File: config.mk
export PLATFORM = sky130hd
export DESIGN_NAME = vga_timing_gen
export DESIGN_NICKNAME = d
export VERILOG_FILES = /design/src/rtl/vga_pkg.sv /design/src/rtl/sync_delay.sv /design/src/rtl/vga_timing_gen.sv
export SDC_FILE = /design/constraint.sdc
export NUM_CORES = 1
export LEC_CHECK = 0
export CAP_MARGIN = 20
export CORE_MARGIN = 3
export CORE_UTILIZATION = 39
export CTS_CLUSTER_SIZE = 16
export DETAILED_ROUTE_END_ITERATION = 10
export PLACE_DENSITY = 0.81
export SYNTH_ARGS = -nofsm -noshare
export SYNTH_HDL_FRONTEND = slang
export SYNTH_SLANG_ARGS = --single-unit
File: constraint.sdc
create_clock -name clk25 -period 2 [get_ports clk25]
set_clock_uncertainty 0.2 [all_clocks]
set_input_delay 0.2 -clock clk25 [delete_from_list [all_inputs] [get_ports clk25]]
set_output_delay 0.2 -clock clk25 [all_outputs]
set_load 0.02 [all_outputs]
File: src/rtl/vga_pkg.sv
// Shared VGA timing defaults (640x480@60) and the 12-bit colour layout.
package vga_pkg;

    localparam int H_ACTIVE_DEF = 640;
    localparam int H_FP_DEF     = 16;
    localparam int H_SYNC_DEF   = 96;
    localparam int H_BP_DEF     = 48;
    localparam int V_ACTIVE_DEF = 480;
    localparam int V_FP_DEF     = 10;
    localparam int V_SYNC_DEF   = 2;
    localparam int V_BP_DEF     = 33;
    localparam int PIX_LAT_DEF  = 1;
    localparam int CW_DEF       = 10;

    localparam int RGB_W = 12;

    typedef struct packed {
        logic [3:0] red;
        logic [3:0] green;
        logic [3:0] blue;
    } rgb_t;

endpackage

File: src/rtl/sync_delay.sv
// Reset-cleared shift register that lines the timing flags up with the pixel source.
// A DEPTH of zero turns it into a plain wire.
module sync_delay #(
    parameter int W     = 3,
    parameter int DEPTH = 1
) (
    input  logic         clk_i,
    input  logic         rst_ni,
    input  logic [W-1:0] d_i,
    output logic [W-1:0] q_o
);

    if (DEPTH == 0) begin : g_wire
        logic unusedOk;
        assign unusedOk = clk_i ^ rst_ni;
        assign q_o      = d_i;
    end else begin : g_shift
        logic [W-1:0] stage_q [DEPTH];

        always_ff @(posedge clk_i) begin
            if (!rst_ni) begin
                for (int i = 0; i < DEPTH; i++) begin
                    stage_q[i] <= '0;
                end
            end else begin
                stage_q[0] <= d_i;
                for (int i = 1; i < DEPTH; i++) begin
                    stage_q[i] <= stage_q[i-1];
                end
            end
        end

        assign q_o = stage_q[DEPTH-1];
    end

endmodule

File: src/rtl/vga_timing_gen.sv
// Raster counters, sync/visible decode and the registered colour/sync output stage.
// Sync flags are carried active-high internally; polarity is applied only at the output.
module vga_timing_gen
    import vga_pkg::*;
#(
    parameter int H_ACTIVE = H_ACTIVE_DEF,
    parameter int H_FP     = H_FP_DEF,
    parameter int H_SYNC   = H_SYNC_DEF,
    parameter int H_BP     = H_BP_DEF,
    parameter int V_ACTIVE = V_ACTIVE_DEF,
    parameter int V_FP     = V_FP_DEF,
    parameter int V_SYNC   = V_SYNC_DEF,
    parameter int V_BP     = V_BP_DEF,
    parameter bit HS_POL   = 1'b0,
    parameter bit VS_POL   = 1'b0,
    parameter int PIX_LAT  = PIX_LAT_DEF,
    parameter int CW       = CW_DEF
) (
    input  logic             clk25,
    input  logic             rst_n,
    input  logic [RGB_W-1:0] rgb_in,
    output logic [CW-1:0]    pix_x,
    output logic [CW-1:0]    pix_y,
    output logic             pix_req,
    output logic             line_start,
    output logic             frame_start,
    output logic [3:0]       red_out,
    output logic [3:0]       green_out,
    output logic [3:0]       blue_out,
    output logic             hsync,
    output logic             vsync
);

    localparam int H_TOTAL = H_ACTIVE + H_FP + H_SYNC + H_BP;
    localparam int V_TOTAL = V_ACTIVE + V_FP + V_SYNC + V_BP;

    localparam logic [CW-1:0] H_LAST   = CW'(H_TOTAL - 1);
    localparam logic [CW-1:0] V_LAST   = CW'(V_TOTAL - 1);
    localparam logic [CW-1:0] H_VIS    = CW'(H_ACTIVE);
    localparam logic [CW-1:0] V_VIS    = CW'(V_ACTIVE);
    localparam logic [CW-1:0] HS_START = CW'(H_ACTIVE + H_FP);
    localparam logic [CW-1:0] HS_END   = CW'(H_ACTIVE + H_FP + H_SYNC);
    localparam logic [CW-1:0] VS_START = CW'(V_ACTIVE + V_FP);
    localparam logic [CW-1:0] VS_END   = CW'(V_ACTIVE + V_FP + V_SYNC);

    logic [CW-1:0] hCount_q, hCount_d;
    logic [CW-1:0] vCount_q, vCount_d;
    logic          pixReq, hsRaw, vsRaw;
    logic          deDly, hsDly, vsDly;
    rgb_t          colour_q;
    logic          hsync_q, vsync_q;

    // The line counter only moves on the last pixel of a line, so vsync
    // changes together with the horizontal wrap.
    always_comb begin
        hCount_d = hCount_q + CW'(1);
        vCount_d = vCount_q;
        if (hCount_q == H_LAST) begin
            hCount_d = '0;
            vCount_d = (vCount_q == V_LAST) ? '0 : vCount_q + CW'(1);
        end
    end

    always_ff @(posedge clk25) begin
        if (!rst_n) begin
            hCount_q <= '0;
            vCount_q <= '0;
        end else begin
            hCount_q <= hCount_d;
            vCount_q <= vCount_d;
        end
    end

    assign pixReq = (hCount_q < H_VIS) && (vCount_q < V_VIS);
    assign hsRaw  = (hCount_q >= HS_START) && (hCount_q < HS_END);
    assign vsRaw  = (vCount_q >= VS_START) && (vCount_q < VS_END);

    assign pix_x       = hCount_q;
    assign pix_y       = vCount_q;
    assign pix_req     = pixReq;
    assign line_start  = (hCount_q == '0);
    assign frame_start = (hCount_q == '0) && (vCount_q == '0);

    sync_delay #(
        .W     (3),
        .DEPTH (PIX_LAT)
    ) u_sync_delay (
        .clk_i  (clk25),
        .rst_ni (rst_n),
        .d_i    ({pixReq, hsRaw, vsRaw}),
        .q_o    ({deDly, hsDly, vsDly})
    );

    // Colour is forced to zero whenever the delayed enable says the pixel is off-screen.
    always_ff @(posedge clk25) begin
        if (!rst_n) begin
            colour_q <= '0;
            hsync_q  <= ~HS_POL;
            vsync_q  <= ~VS_POL;
        end else begin
            colour_q <= deDly ? rgb_t'(rgb_in) : '0;
            hsync_q  <= hsDly ? HS_POL : ~HS_POL;
            vsync_q  <= vsDly ? VS_POL : ~VS_POL;
        end
    end

    assign red_out   = colour_q.red;
    assign green_out = colour_q.green;
    assign blue_out  = colour_q.blue;
    assign hsync     = hsync_q;
    assign vsync     = vsync_q;

endmodule
==> results.cfg <==
[floorplanning]
die_w_um = 68.44
die_h_um = 68.44
io_pins = 51
coreArea_um2 = 3716
initial_core_util_pct = 40.91
dieArea_um2 = 4683
rows = 22

[global_routing]
grt_pass1_vias = 1334
gr-total-overflow = 0
grt_use_total_pct = 17.24
grt_max_degree = 19
grt_antenna_before_repair = 0
grt_pass1_wl_um = 6058

[min_path]
whs_path_depth = 1
holdCritPathClass = reg2reg
hp-start = u_sync_delay.g_shift.stage_q[0][0]
hold_path_end = vsync

[logic_synthesis]
synth_top_family_by_area = simple AND/OR/NAND/NOR gates
synthCells = 164
synthXorXnorAreaFrac_pct = 8.066
synthesis.area_um2 = 1520
syn_nets = 182
yosys-mux-area-fraction_pct = 0
synth_compound_area_share_pct = 3.374
yosys.area_share.simple_pct = 33.00
synth_top_cell_by_area = dfxtp_1
seq_area_frac_synth_pct = 48.72
yosys_warnings = 0
syn_area_per_cell_um2 = 9.270
yosys.area.top_type_share_pct = 48.72
synth.area.top_cells = dfxtp_1, and3_1, xnor2_1
synthAdderAreaFrac_pct = 3.292
synth_cell_types = 30
ys_seq_elements = 37

[detailed_routing]
finalWirelength_um = 3724
via_count = 1404
firstDrtPassIters = 5
ant_nets = 0
avgViaCountPerCell = 4.875
drc = 0
wl_per_cell_um = 12.93
drtIter0Drc = 71

[status]
status = completed

[critical_path]
r2r_slack_ns = 0.03
worstPathMaxFanout = 5
required_ns = 2.01
cp-end-kind = flop
critical_path_class = reg2reg
critPathArrivalTime_ns = 1.99
reg2regPathDepth = 6
r2r-end = pix_y[9]
start_kind = flop
timing.rr.start = pix_x[0]

[sta]
fmax_mhz = 506.4
rsz0062_at_grt = true
whs_ns = 0.1614
final_hold_viol_count = 0
period_minus_slack_ns = 1.975
setup_viol = 0
max_slew_margin_pct = 74.77
fin_crit_sh_pct = 98.74
tns_ns = 0
slew_viol_final = 0
tightest_slew_ns = 0.3773

[power]
internal_power_mw = 1.082
p_seq_share_pct = 54.5
switching_power_mw = 0.3133
power_frac_comb_pct = 11.0
leakagePower_nw = 0.9742
pwr-share-clk_pct = 34.5
peakVddDrop_mv = 0.3120
switching_share_pct = 22.45
power.density_nw_per_um2 = 593.1

[finish]
fillers = 307
syn2layout_area_growth_pct = 54.73
drive_gt1_share_pct = 20.42
diodes = 0
fin_cells = 288
num-nets-final = 257
utilization_pct = 63.30

[place]
place_inst = 280
place_congestion = 0.8363
portBuffers = 50
hpwl_um = 2847

[job]
cap_violations = 0

[clocking]
clock_latency_ns = 0.28
clkTransAtPathRegs_ns = 0.07
cts_buffer_depth = 2
cts-buffers-inserted = 5
cts_tree = done
htreeDepth = 2
cts.sinks = 37
cts-root-buf = clkbuf_8
cts_hold_buf = 0
cells in the mapped netlist:
cell type,n
nand4_1,6
nand4bb_1,1
nor3_1,6
inv_1,6
nand3_1,8
and3_1,16
or4_1,1
a21oi_2,1
buf_2,1
a221oi_1,1
and3_2,2
nor4b_1,1
o21ai_0,3
nor4_1,5
xnor2_1,11
or3_1,5
o21ai_2,1
nor2b_1,1
nand2_1,9
nand4b_4,1
dfxtp_1,37
xor2_1,3
nand4b_1,2
clkbuf_1,5
buf_4,1
ha_1,4
a21oi_1,2
and2_1,4
or3b_4,1
nor2_1,19
worst max-delay path, stage by stage (launching register included):
cell and delay [ns]:
dfxtp_2 0.34, buf_6 0.11, ha_4 0.14, nand4b_4 0.11, or4_4 0.54, or3_1 0.32
a21oi_1 0.15
per-layer routing:
| metal | GRT usage, % | routed length [um] |
|---|---|---|
| met5 | 0 | 0 |
| met4 | 5.707 | 48 |
| met3 | 6.897 | 372 |
| met2 | 26.46 | 1656 |
| met1 | 21.82 | 1646 |
flip-flops by register name, indices dropped and copies added (netlist names):
register and count:
blue_out 4, pix_x 10, vsync 1, green_out 4, u_sync_delay.g_shift.stage_q 3, pix_y 10, red_out 4, hsync 1
metrics by stage:
step	setup slack, ns	instance area (um2)	total power [mW]
finish	0.02513	2352	1.395
global route	-0.03820	2352	1.459
CTS	0.01048	2351	1.414
detailed placement	-0.04229	2277	0.9342
global placement	-0.01448	2277	0.9309
floorplan	0.0007465	1550	0.8430
worst max path at each step:
| stage | startpoint | endpoint | cells past startpoint |
|---|---|---|---|
| 3_5_place_dp | pix_x[0] | frame_start | 6 |
| 6_report | pix_x[0] | pix_y[9] | 6 |
| 2_1_floorplan | pix_x[0] | pix_y[7] | 5 |
| 5_1_grt | pix_x[0] | pix_y[9] | 6 |
| 3_3_place_gp | pix_x[0] | frame_start | 6 |
| 4_1_cts | pix_x[0] | line_start | 6 |
layout by cell type, fill, tap and decap left out, types with 4 or more instances in the layout:
| cell | synthesis | routed |
|---|---|---|
| and2_1 | 4 | 4 |
| and3_1 | 16 | 16 |
| buf_4 | 1 | 23 |
| clkbuf_8 | 0 | 5 |
| clkdlybuf4s50_1 | 0 | 47 |
| dfxtp_1 | 37 | 30 |
| dfxtp_2 | 0 | 6 |
| inv_1 | 6 | 6 |
| nand2_1 | 9 | 9 |
| nand3_1 | 8 | 8 |
| nand4_1 | 6 | 6 |
| nor2_1 | 19 | 19 |
| nor3_1 | 6 | 6 |
| nor4_1 | 5 | 5 |
| or3_1 | 5 | 5 |
| xnor2_1 | 11 | 11 |
cells by family (layout without fill, tap and decap cells):
kind of cell,count (synthesis),after routing
buffers and inverters,13,89
XOR/XNOR,14,14
adder cells (fa/ha/maj),4,4
AO/OA/AOI/OAI,8,8
flip-flops,37,37
AND/OR/NAND/NOR,88,88
cell type report:
class	count	area [um2]	share of cell area, %
flip-flops and latches	37	752.0	31.97
multi-input cells	114	748.2	31.81
repair buffers	75	689.4	29.31
clock buffers	8	80.08	3.404
well taps	48	60.06	2.553
inverters	6	22.52	0.9574
power groups by stage:
stage | clock network (mW) | logic (mW) | registers [mW]
after floorplan | 0 | 0.0464 | 0.797
after global placement | 0 | 0.155 | 0.776
after detailed placement | 0 | 0.158 | 0.776
after global routing | 0.531 | 0.166 | 0.761
after CTS | 0.500 | 0.154 | 0.759
final | 0.482 | 0.153 | 0.760
repair_timing:
item	in CTS	in global routing
setup endpoints to repair	5	5
pin swaps	1	0
gates resized for setup	8	6
setup buffers	0	0
Power figures use the tool's default switching activity.
